[config.mk]
export PLATFORM = sky130hd
export DESIGN_NAME = serializer_piso_stream
export DESIGN_NICKNAME = d
export VERILOG_FILES = /design/src/rtl/serializer_piso_stream.sv
export SDC_FILE = /design/constraint.sdc
export NUM_CORES = 1
export LEC_CHECK = 0
export BUFFER_PORTS_ARGS = -buffer_cell sky130_fd_sc_hd__buf_4
export CAP_MARGIN = 15
export CORE_ASPECT_RATIO = 0.8
export CORE_UTILIZATION = 30
export DETAILED_ROUTE_END_ITERATION = 8
export PLACE_DENSITY = 0.57
export SLEW_MARGIN = 20
export SYNTH_ARGS = -nofsm -noshare
export SYNTH_HDL_FRONTEND = slang
export SYNTH_SLANG_ARGS = --single-unit
[constraint.sdc]
create_clock -name clk -period 2.4 [get_ports clk]
set_input_delay 0.24 -clock clk [delete_from_list [all_inputs] [get_ports clk]]
set_output_delay 0.24 -clock clk [all_outputs]
set_load 0.05 [all_outputs]
[src/rtl/serializer_piso_stream.sv]
// Parallel-in/serial-out serializer with a one-word holding buffer,
// valid/ready intake and a programmable bit period.
module serializer_piso_stream #(
    parameter int DATA_WIDTH = 8,
    parameter bit MSB_FIRST  = 1'b0,
    parameter int DIV_WIDTH  = 16,
    parameter bit IDLE_LEVEL = 1'b1
) (
    input  logic                  clk,
    input  logic                  rst,
    input  logic [DATA_WIDTH-1:0] in_data,
    input  logic                  in_valid,
    output logic                  in_ready,
    input  logic [DIV_WIDTH-1:0]  bit_div,
    output logic                  srl_out,
    output logic                  srl_frame,
    output logic                  bit_strobe,
    output logic                  word_done
);

    localparam int IW = (DATA_WIDTH > 1) ? $clog2(DATA_WIDTH) : 1;

    typedef enum logic {IDLE, SHIFT} state_t;

    state_t                  state;
    state_t                  state_nx;
    logic [DATA_WIDTH-1:0]   hold_data;
    logic                    hold_valid;
    logic [DATA_WIDTH-1:0]   shreg;
    logic [DIV_WIDTH-1:0]    cnt;
    logic [DIV_WIDTH-1:0]    period;
    logic [IW-1:0]           bidx;

    logic                    accept;
    logic                    bit_end;
    logic                    last_bit;
    logic                    word_end;
    logic                    load;
    logic [DIV_WIDTH-1:0]    div_eff;
    logic [DATA_WIDTH-1:0]   shifted;
    logic                    cur_bit;

    logic                    srl_nx;
    logic                    frame_nx;
    logic                    strobe_nx;
    logic                    done_nx;

    assign in_ready = ~hold_valid & ~rst;
    assign accept   = in_valid & in_ready;
    assign bit_end  = (cnt == period - DIV_WIDTH'(1));
    assign last_bit = (bidx == IW'(DATA_WIDTH - 1));
    assign word_end = (state == SHIFT) & bit_end & last_bit;
    assign load     = hold_valid & ((state == IDLE) | word_end);
    assign div_eff  = (bit_div == '0) ? DIV_WIDTH'(1) : bit_div;
    assign cur_bit  = MSB_FIRST ? shreg[DATA_WIDTH-1] : shreg[0];
    assign shifted  = MSB_FIRST ? {shreg[DATA_WIDTH-2:0], 1'b0}
                                : {1'b0, shreg[DATA_WIDTH-1:1]};

    // State register
    always_ff @(posedge clk) begin
        if (rst) begin
            state <= IDLE;
        end else begin
            state <= state_nx;
        end
    end

    // Next-state logic
    always_comb begin
        state_nx = state;
        unique case (state)
            IDLE: begin
                if (hold_valid) begin
                    state_nx = SHIFT;
                end
            end
            SHIFT: begin
                if (word_end && !hold_valid) begin
                    state_nx = IDLE;
                end
            end
            default: state_nx = IDLE;
        endcase
    end

    // Output decode; registered below so outputs trail internal state by one cycle
    always_comb begin
        srl_nx    = IDLE_LEVEL;
        frame_nx  = 1'b0;
        strobe_nx = 1'b0;
        done_nx   = 1'b0;
        unique case (state)
            IDLE: begin
                srl_nx = IDLE_LEVEL;
            end
            SHIFT: begin
                srl_nx    = cur_bit;
                frame_nx  = 1'b1;
                strobe_nx = (cnt == '0);
                done_nx   = word_end;
            end
            default: srl_nx = IDLE_LEVEL;
        endcase
    end

    always_ff @(posedge clk) begin
        if (rst) begin
            hold_valid <= 1'b0;
            hold_data  <= '0;
            shreg      <= '0;
            cnt        <= '0;
            period     <= DIV_WIDTH'(1);
            bidx       <= '0;
        end else begin
            if (load) begin
                hold_valid <= 1'b0;
            end else if (accept) begin
                hold_valid <= 1'b1;
                hold_data  <= in_data;
            end

            if (load) begin
                shreg  <= hold_data;
                period <= div_eff;
                cnt    <= '0;
                bidx   <= '0;
            end else if (state == SHIFT) begin
                if (bit_end) begin
                    cnt   <= '0;
                    bidx  <= bidx + IW'(1);
                    shreg <= shifted;
                end else begin
                    cnt <= cnt + DIV_WIDTH'(1);
                end
            end
        end
    end

    always_ff @(posedge clk) begin
        if (rst) begin
            srl_out    <= IDLE_LEVEL;
            srl_frame  <= 1'b0;
            bit_strobe <= 1'b0;
            word_done  <= 1'b0;
        end else begin
            srl_out    <= srl_nx;
            srl_frame  <= frame_nx;
            bit_strobe <= strobe_nx;
            word_done  <= done_nx;
        end
    end

endmodule

==> results of run 1 <==
-- where the power goes --
group | switching [W] | internal [W] | total [W]
logic | 0.000302 | 0.000310 | 0.000612
clock network | 0.000479 | 0.000809 | 0.00129
registers | 0.0000402 | 0.000997 | 0.00104
total | 0.000822 | 0.00212 | 0.00294
-- Yosys cell counts, types with 2 or more instances --
master    instances
buf_6             2
nand2_1          11
xor2_1           16
xnor2_1          21
mux2i_1          13
o211ai_1          4
o21ai_0          15
nor2_1           28
or3_4             3
buf_2             2
dfxtp_1          57
clkbuf_1         11
or3_1            13
nor3_2           16
nand2_2           2
a21oi_1          18
nand3b_1         14
nor4_4            3
or4_1             2
ha_1              5
o2111a_1          6
nand3_1          10
nor3_1            4
inv_1            11
o41ai_1           3
and3_1            6
nand4_1           8
nor4_1            7
nand2b_1          2
-- flip-flops by register name (all words and copies together) (netlist names) --
| register | flops |
|---|---|
| shreg | 8 |
| bidx | 3 |
| word_done | 1 |
| hold_valid | 1 |
| hold_data | 8 |
| state | 1 |
| bit_strobe | 1 |
| srl_out | 1 |
| period | 16 |
| cnt | 16 |
| srl_frame | 1 |
-- final cells by class --
type	count	area [µm²]	area share, %
multi-input cells	251	1963	45.61
flip-flops and latches	57	1147	26.66
repair buffers	83	676.9	15.73
clock buffers	9	225.2	5.233
well taps	136	170.2	3.953
clock inverters	7	76.32	1.773
inverters	12	45.04	1.047
-- metrics by stage --
stage,TNS [ns],power [W],utilization [%]
floorplan,0,0.001374,-
global placement,-1.595,0.001561,38.50
detailed placement,-2.040,0.001571,38.50
CTS,-0.8558,0.002939,42.98
global route,-6.052,0.003064,43.70
finish,-1.360,0.002937,43.70
-- repair_timing --
item	CTS	global route
buffers inserted	6	0
pin swaps	15	4
cloned	2	1
endpoints found under the hold margin	0	0
resized for setup	17	11
endpoints found under the setup margin	42	44
-- per-layer routing --
metal	vias up	GRT usage (%)	wire (µm)
met4	0	6.197	106
met5	-	0	0
met2	40	24.70	3676
met1	1326	22.75	4053
met3	10	4.407	323
li1	1379	-	-
-- worst max-delay path: stages (launching register included) --
cell	delay, ns
dfxtp_4	0.36
nor4_4	0.34
nand2_2	0.13
buf_6	0.13
o31a_1	0.25
o211a_4	0.28
and4_4	0.19
or3_4	0.39
buf_4	0.18
nor3_2	0.15
-- cell families (layout without fill, tap and decap cells) --
family	after synthesis	count (layout)	synth area share, %
adder cells (fa/ha/maj)	5	5	2.007
multiplexers	13	13	4.175
AND/OR/NAND/NOR	138	139	29.59
XOR/XNOR	37	37	10.40
buffers and inverters	30	111	4.335
flip-flops	57	57	36.61
AO/OA/AOI/OAI	57	57	12.89
-- path summary, 6_finish.rpt --
kind / start / to / slack [ns] / cells past startpoint
max: period[0]$_SDFFE_PP1P_ / cnt[0]$_SDFFE_PP0P_ / -0.09 / 9
min reg2reg: shreg[0]$_SDFFE_PP0P_ / srl_out$_SDFF_PP1_ / 0.44 / 1
min: in_valid / hold_valid$_SDFFE_PP0P_ / 0.12 / 3
max reg2reg: period[0]$_SDFFE_PP1P_ / cnt[0]$_SDFFE_PP0P_ / -0.09 / 9
==> metrics.md, run 1 <==
| Metric | Value |
|---|---|
| Synth cell types | between 50 and 60 |
| Worst vdd ir | 0.3926 mV |
| Reg clk slew, reported paths | approximately 0.050 ns |
| Dominant cell type by area after synthesis | dfxtp_1 |
| Lkg Pwr | ~1.7 nW |
| CP Data Required Time | about 2.7 ns |
| Synth top area share | 36.61% |
| Initial antenna violation count | 0 |
| Worst Setup Start Kind | flop |
| Via count normalized by instance count | 4.964 |
| Root Driver | clkbuf_16 |
| I/O pin count | 32 |
| Placed insts | 530 |
| TritonCTS buffer count | 9 |
| Post-place setup slack | -0.1434 ns |
| Core Area | between 0.009 and 0.01 mm² |
| Clock skew | ~0.0096 ns |
| Vias in the first global route | 2,742 |
| # nets final | approximately 450 |
| Synthesized flop and latch total | 57 |
| Slew headroom | about two thirds |
| Bufs on Longest Clock Path | 2 |
| Min cycle time layout | 2.486 ns |
| Slew @ Worst Pin | 0.4754 ns |
| Syn Area/Cell | roughly 9.2 µm² |
| Post-DRT Antenna Nets | 0 |
| Status | finished, violations left |
| FMAX | roughly 400 MHz |
| Worst Setup Slack, final | -0.08573 ns |
| Number of flops mapped to enable cells by yosys | 0 |
| Mapped Nets | 369 |
| Warnings from Yosys | 0 |
| Unrepaired setup endpoints after global routing | true |
| Placed standard-cell area | about 0.0038 mm² |
| Worst hold slack | ~0.12 ns |
| Cells taking the most area after synthesis | dfxtp_1, xnor2_1, nor3_2, xor2_1, mux2i_1 |
| Routability cong. | 0.8111 |
| Post-synthesis sequential area ratio | between 30% and 40% |
| Final Hold Fails | 0 |
| Num rows | 32 |
| Layout cells sized above 1 | between 30% and 40% |
| CTS Sinks | between 50 and 60 |
| Cell count after synthesis | between 300 and 400 |
| Max cap viols | 0 |
| CTS Hold Bufs | 0 |
| Vias | about 2,800 |
| First-pass GRT wire length | around 14,000 µm |
| Routed length per instance | around 15 µm |
| DRT Wirelength | roughly 8200 µm |
| Most common cell after layout, fill and taps aside | buf_4 |
| Post-route insts no fill | about 560 |
| Final instance area | between 0.004 and 0.005 mm² |
| P&R area growth vs syn | 38.10% |
| Clk_lat worst skew | ~0.33 ns |
| Hold Path Class | input port to flop |
| GRT Total Usage | ~17% |
| Number of diodes | 0 |
| Pin count of the biggest net entering global routing | 34 |
| CP Data Arrival Time | approximately 2.8 ns |
| Most frequent cells in the layout | buf_4, dfxtp_1, nor2_1, a21oi_1 |
| CTS tree | done |
| Port bufs | 31 |
| DRT Pass-1 Iters | 4 |
| Final critical-path share of the clock period | 103.6% |
| Die height | 93.17 µm |
| Post-synthesis cell area | between 0.003 and 0.004 mm² |
| Setup violators final | 27 |
| Final count of pins violating max slew | 0 |
| H-tree levels | 3 |
| Initial Utilization | 31.64% |
| Fraction of registers with async set/reset | 0% |
| Crit Path Class | flop to flop |
| Die footprint | ~0.011 mm² |
| HPWL after DPL | ~5800 µm |
| Dominant synthesized flop cell | dfxtp_1 |
| Chip Width | 116.0 µm |
| Fillers | 990 |
| Failing checks | setup timing |
| Power density cells | approximately 700 mW/mm² |
| Post-route DRC | 0 |
| CP endpoint kind | flop |
| Grt ovf | 0 |
| Initial DRC count | roughly 110 |
| Crit Path Max Fanout | 5 |
Note: power is estimated with default switching activity, not from simulation.
==> run 2, diff against run 1 <==
--- a/config.mk
+++ b/config.mk
@@ -9,8 +9,9 @@
 export CAP_MARGIN = 15
 export CORE_ASPECT_RATIO = 0.8
 export CORE_UTILIZATION = 30
+export CTS_CLUSTER_SIZE = 10
 export DETAILED_ROUTE_END_ITERATION = 8
-export PLACE_DENSITY = 0.57
+export PLACE_DENSITY_LB_ADDON = 0.1
 export SLEW_MARGIN = 20
 export SYNTH_ARGS = -nofsm -noshare
 export SYNTH_HDL_FRONTEND = slang
==> metrics.md, run 2 (synthesis results as in run 1) <==
| Metric | Value |
|---|---|
| Fillers | 1,009 (+1.9%) |
| Worst Setup Start Kind | flop |
| Slew headroom | 56.13% (-12 points) |
| GRT Total Usage | 17.11% (+0.51 points) |
| CP Data Arrival Time | 2.64 ns (-0.11 ns) |
| Vias | 2,685 (-2.5%) |
| CP Data Required Time | 2.62 ns (-0.04 ns) |
| Final count of pins violating max slew | 0 (unchanged) |
| Clk_lat worst skew | 0.33 ns (about the same) |
| Failing checks | setup timing |
| Via count normalized by instance count | 4.972 (+0.17%) |
| Die height | 93.17 µm (unchanged) |
| Port bufs | 31 (unchanged) |
| Routed length per instance | 15.66 µm (+6.5%) |
| Post-route insts no fill | 540 (-2.7%) |
| Die footprint | 0.01080 mm² (unchanged) |
| Reg2Reg Setup Slack | -0.03 ns (+0.06 ns) |
| # nets final | 431 (-3.4%) |
| Crit Path Max Fanout | 4 (-1) |
| Clock group share of total power | 44.6% (+0.7 points) |
| Placed standard-cell area | 0.003712 mm² (-2.1%) |
| Post-DRT Antenna Nets | 0 (unchanged) |
| R2R cell count | 10 (+1) |
| Clock skew | 0.006031 ns (-0.003548 ns) |
| Flop pwr share | 36.7% (+1.4 points) |
| FMAX | 412.0 MHz (+2.4%) |
| Vias in the first global route | 2,636 (-3.9%) |
| HPWL after DPL | 5865 µm (+1.5%) |
| Lkg Pwr | 1.590 nW (-7.0%) |
| Power density cells | 687.1 mW/mm² (+0.68%) |
| CTS Hold Bufs | 0 (unchanged) |
| Core Area | 0.009849 mm² (unchanged) |
| Initial Utilization | 31.64% (unchanged) |
| Crit Path Class | flop to flop |
| Pin count of the biggest net entering global routing | 36 (+5.9%) |
| Slew @ Worst Pin | 0.6573 ns (+0.1819 ns) |
| R2R Path Start | period[0]$_SDFFE_PP1P_ |
| Multi-input combinational cell area | 0.001947 mm² (-0.83%) |
| Internal | 0.002081 W (-1.6%) |
| Final critical-path share of the clock period | 101.1% (-2.4 points) |
| Initial antenna violation count | 0 (unchanged) |
| Routability cong. | 0.7708 (-5.0%) |
| Root Driver | clkbuf_16 |
| H-tree levels | 3 (unchanged) |
| DRT Pass-1 Iters | 4 (unchanged) |
| Psw | 0.0007651 W (-6.9%) |
| Placed insts | 521 (-1.7%) |
| Final Hold Fails | 0 (unchanged) |
| I/O pin count | 32 (unchanged) |
| Sw Ratio | 26.88% (-1.1 points) |
| Bufs on Longest Clock Path | 2 (unchanged) |
| CP endpoint kind | flop |
| TritonCTS buffer count | 9 (unchanged) |
| Layout cells sized above 1 | 33.42% (-2.6 points) |
| Hold Path Class | input port to flop |
| Final instance area | 0.004143 mm² (-3.8%) |
| Setup violators final | 12 (-56%) |
| Setup TNS Final | -0.1182 ns (+1.242 ns) |
| Num rows | 32 (unchanged) |
| Grt ovf | 0 (unchanged) |
| Unrepaired setup endpoints after global routing | true |
| Max cap viols | 0 (unchanged) |
| Post-route DRC | 0 (unchanged) |
| Number of diodes | 0 (unchanged) |
| Min cycle time layout | 2.427 ns (-0.05866 ns) |
| Worst vdd ir | 0.3673 mV (-6.4%) |
| Worst Setup SP | period[0]$_SDFFE_PP1P_ |
| Hold_sp | in_valid |
| First-pass GRT wire length | 13,790 µm (+1.2%) |
| CTS tree | done |
| Status | finished, violations left |
| Chip Width | 116.0 µm (unchanged) |
| Register area | 0.001152 mm² (+0.44%) |
| Post-place setup slack | -0.2149 ns (-0.07151 ns) |
| Hold path depth | 3 (unchanged) |
| Regs by FF count | cnt: 16 flops, period: 16 flops |
| P&R area growth vs syn | 32.92% |
| Worst Setup Slack, final | -0.02708 ns (+0.05866 ns) |
| Reg clk slew, reported paths | 0.05 ns (about the same) |
| Most frequent cells in the layout | buf_4, dfxtp_1, nor2_1, xnor2_1, a21oi_1 |
| DRT Wirelength | 8456 µm (+3.6%) |
| Most common cell after layout, fill and taps aside | buf_4 |
| CTS Sinks | 57 (unchanged) |
| Comb pwr share | 18.7% (-2.1 points) |
| Initial DRC count | 105 (-6.3%) |
[run 2: final timing paths]
kind	end
max	bidx[2]$_SDFFE_PP0P_
min reg2reg	srl_out$_SDFF_PP1_
min	hold_valid$_SDFFE_PP0P_
max reg2reg	bidx[2]$_SDFFE_PP0P_
[run 2: routing by layer]
layer	vias to the layer above	part of all wire, %	global-route usage, %
met5	-	0	0
li1	1351	-	-
met2	63	43	25.15
met4	0	1.4	6.090
met3	9	4.7	4.083
met1	1262	51	24.10
[run 2: critical path, stage by stage, from the launching register on]
cell and delay [ns]:
dfxtp_4 0.39, inv_4 0.04, ha_4 0.15, nor3b_4 0.16
and3b_2 0.23, or3_4 0.35, a211o_1 0.32, nor4_4 0.23
buf_4 0.20, mux2i_1 0.18, nor2_1 0.05
[run 2: layout make-up]
class / count / area share [%]
clock buffer: 10 / 5.769
clock inverter: 6 / 1.389
inverter: 12 / 1.208
multi-input combinational: 252 / 46.99
sequential: 57 / 27.82
tap: 136 / 4.108
timing repair buffer: 67 / 12.72
[run 2: what timing repair did]
item,CTS,global route
setup buffers,1,0
gates cloned,2,0
pin swaps,15,14
setup endpoints to repair,46,45
resized for setup,22,7
[run 2: stage by stage]
| stage | power (W) | util, % | hold slack, ns |
|---|---|---|---|
| floorplan | 0.001374 | - | 0.3183 |
| global placement | 0.001547 | 37.69 | 0.4561 |
| detailed placement | 0.001547 | 37.69 | 0.4421 |
| CTS | 0.002876 | 41.88 | 0.1114 |
| global route | 0.002970 | 42.06 | 0.1495 |
| finish | 0.002847 | 42.06 | 0.1255 |
[run 2: power by group through the flow]
stage	registers, W	logic (W)	clock network [W]
2_1_floorplan	0.00106	0.000314	0
3_3_place_gp	0.00106	0.000483	0
3_5_place_dp	0.00106	0.000484	0
4_1_cts	0.00104	0.000529	0.00130
5_1_grt	0.00105	0.000580	0.00134
6_report	0.00105	0.000531	0.00127
==> run 3, diff against run 2 <==
--- a/config.mk
+++ b/config.mk
@@ -7,7 +7,7 @@
 export LEC_CHECK = 0
 export BUFFER_PORTS_ARGS = -buffer_cell sky130_fd_sc_hd__buf_4
 export CAP_MARGIN = 15
-export CORE_ASPECT_RATIO = 0.8
+export CORE_ASPECT_RATIO = 0.9
 export CORE_UTILIZATION = 30
 export CTS_CLUSTER_SIZE = 10
 export DETAILED_ROUTE_END_ITERATION = 8
==> constraint.sdc (replaced) <==
create_clock -name clk -period 2.4 [get_ports clk]
set_input_delay 0.48 -clock clk [delete_from_list [all_inputs] [get_ports clk]]
set_output_delay 0.48 -clock clk [all_outputs]
set_load 0.05 [all_outputs]
==> metrics.md, run 3 (synthesis results as in run 1) <==
| Metric | Value |
|---|---|
| Status | finished, violations left |
| Failing checks | setup timing |
| DRT Pass-1 Iters | 4 (unchanged) |
| FMAX | 409.3 MHz (-0.66%) |
| Crit Path Class | flop to flop |
| Setup TNS Final | -0.5360 ns (-0.4178 ns) |
| Crit Path Max Fanout | 9 (+5) |
| Placed insts | 508 (-2.5%) |
| DRT Wirelength | 8707 µm (+3.0%) |
| Reg2Reg Setup Slack | -0.04 ns (-0.02 ns) |
| CP Cell Sequence | nor4_4 > nand2_2 > a2111oi_4 > and4bb_4 > and4_4 > clkbuf_16 > o21ai_0 > a21oi_1 |
| Final core utilization | 43.78% (+1.7 points) |
| Worst Setup Slack, final | -0.04331 ns (-0.01624 ns) |
| Bufs on Longest Clock Path | 2 (unchanged) |
| # nets final | 441 (+2.3%) |
| Chip Width | 109.4 µm (-5.6%) |
| H-tree levels | 3 (unchanged) |
| Post-place setup slack | -0.09056 ns (+0.1244 ns) |
| Power density cells | 666.2 mW/mm² (-3.0%) |
| Vias in the first global route | 2,678 (+1.6%) |
| CTS Sinks | 57 (unchanged) |
| HPWL after DPL | 5816 µm (-0.83%) |
| Number of diodes | 0 (unchanged) |
| Most frequent cells in the layout | buf_4, dfxtp_1, nor2_1, xnor2_1 |
| CTS Hold Bufs | 0 (unchanged) |
| Core Area | 0.009869 mm² (+0.20%) |
| Final Hold Fails | 0 (unchanged) |
| Hold Path Class | input port to flop |
| Post-DRT Antenna Nets | 0 (unchanged) |
| Vias | 2,719 (+1.3%) |
| CP endpoint kind | flop |
| Worst Setup Start Kind | flop |
| Worst vdd ir | 0.4397 mV (+20%) |
| Regs by FF count | cnt: 16 flops, period: 16 flops |
| Layout cells sized above 1 | 37.92% (+4.5 points) |
| Num rows | 34 (+6.3%) |
| Reg-to-Reg End | period[12]$_SDFFE_PP0P_ |
| Final critical-path share of the clock period | 101.8% (+0.68 points) |
| Fillers | 998 (-1.1%) |
| Initial Utilization | 31.58% (-0.064 points) |
| Final instance area | 0.004320 mm² (+4.3%) |
| P&R area growth vs syn | 38.62% |
| Final count of pins violating max slew | 0 (unchanged) |
| Reg clk slew, reported paths | 0.05 ns (about the same) |
| CP max stage cell | nor4_4 |
| Via count normalized by instance count | 5.035 (+1.3%) |
| I/O pin count | 32 (unchanged) |
| Initial antenna violation count | 0 (unchanged) |
| Hold path depth | 3 (unchanged) |
| Max cap viols | 0 (unchanged) |
| Die footprint | 0.01080 mm² (about the same) |
| Post-route insts no fill | 540 (unchanged) |
| Routability cong. | 0.7729 (+0.27%) |
| Slew headroom | 60.84% (+4.7 points) |
| Root Driver | clkbuf_16 |
| CP Data Arrival Time | 2.70 ns (+0.06 ns) |
| Initial DRC count | 114 (+8.6%) |
| R2R cell count | 8 (-2) |
| Post-route DRC | 0 (unchanged) |
| Max stage delay on crit path | 0.39 ns (about the same) |
| Largest delay contributor family on the critical path | simple AND/OR/NAND/NOR gates |
| Clock skew | 0.006636 ns (+0.0006050 ns) |
| CTS tree | done |
| WP buf/inv | 1 (-1) |
| TritonCTS buffer count | 9 (unchanged) |
| Min cycle time layout | 2.443 ns (+0.01624 ns) |
| Unrepaired setup endpoints after global routing | true |
| Most common cell after layout, fill and taps aside | buf_4 |
| WHS Endpoint | hold_data[7]$_SDFFE_PP0P_ |
| Die height | 98.70 µm (+5.9%) |
| CP Data Required Time | 2.66 ns (+0.04 ns) |
| R2R Path Start | period[1]$_SDFFE_PP0P_ |
| Setup violators final | 29 (+17) |
| First-pass GRT wire length | 13,740 µm (-0.30%) |
| Slew @ Worst Pin | 0.5867 ns (-0.07064 ns) |
| Placed standard-cell area | 0.003690 mm² (-0.61%) |
| Clk_lat worst skew | 0.33 ns (about the same) |
| Routed length per instance | 16.12 µm (+3.0%) |
| Grt ovf | 0 (unchanged) |
| Hold_sp | in_data[7] |
| Port bufs | 31 (unchanged) |
| Pin count of the biggest net entering global routing | 37 (+2.8%) |
| GRT Total Usage | 16.73% (-0.38 points) |
| Lkg Pwr | 1.649 nW (+3.7%) |
## run 3: cell types whose count changed in the layout (fill, tap and decap cells not counted), sizes merged
cell,before,now
clkinvlp,1,2
clkbuf,10,13
bufinv,1,0
buf,67,74
clkinv,5,4
or3,18,19
## run 3: final cells by class
cell class	count	area, µm²	share of cell area, %
multi-input combinational	253	2022	46.80
tap	126	157.7	3.649
timing repair buffer	76	638.1	14.77
clock buffer	11	264.0	6.111
clock inverter	5	37.54	0.8688
inverter	12	50.05	1.158
sequential	57	1151	26.64
## run 3: report_power, final
group	switching [W]	total, W	leakage, nW	internal [W]
Combinational	0.000286	0.000581	1.04	0.000294
Clock	0.000465	0.00125	0.143	0.000790
Sequential	0.0000460	0.00104	0.466	0.000997
Total	0.000797	0.00288	1.65	0.00208
## run 3: worst min-delay path, cell delays in order
cell     delay [ns]
buf_4          0.08
mux2i_1        0.05
nor2_1         0.07
## run 3: timing repair
| action | in CTS | in global routing |
|---|---|---|
| endpoints found under the setup margin | 28 | 45 |
| buffers inserted | 4 | 6 |
| pin swaps | 27 | 16 |
| resized for setup | 23 | 29 |
| cloned | 4 | 2 |
## run 3: per-layer routing
metal	track usage (%)	part of all wire [%]	vias up
met5	0	0	-
met4	5.538	1.3	0
met3	4.233	4.8	10
met2	25.74	45	50
met1	22.68	49	1279
li1	-	-	1380
## run 3: worst max path at each step
| stage | from | endpoint | slack, ns | cells past startpoint |
|---|---|---|---|---|
| 4_1_cts | period[1]$_SDFFE_PP0P_ | cnt[0]$_SDFFE_PP0P_ | -0.01 | 7 |
| 6_report | period[1]$_SDFFE_PP0P_ | period[12]$_SDFFE_PP0P_ | -0.04 | 8 |
| 2_1_floorplan | period[0]$_SDFFE_PP1P_ | shreg[0]$_SDFFE_PP0P_ | 0.02 | 9 |
| 3_5_place_dp | period[0]$_SDFFE_PP1P_ | cnt[15]$_SDFFE_PP0P_ | -0.09 | 8 |
| 5_1_grt | period[1]$_SDFFE_PP0P_ | period[6]$_SDFFE_PP0P_ | -0.16 | 8 |
| 3_3_place_gp | period[0]$_SDFFE_PP1P_ | cnt[0]$_SDFFE_PP0P_ | -0.09 | 8 |
## run 3: stage by stage
stage	power, W	hold slack, ns
detailed placement	0.001526	0.4641
global placement	0.001525	0.4583
global route	0.003004	0.3886
finish	0.002878	0.3848
CTS	0.002852	0.3705
floorplan	0.001374	0.4055
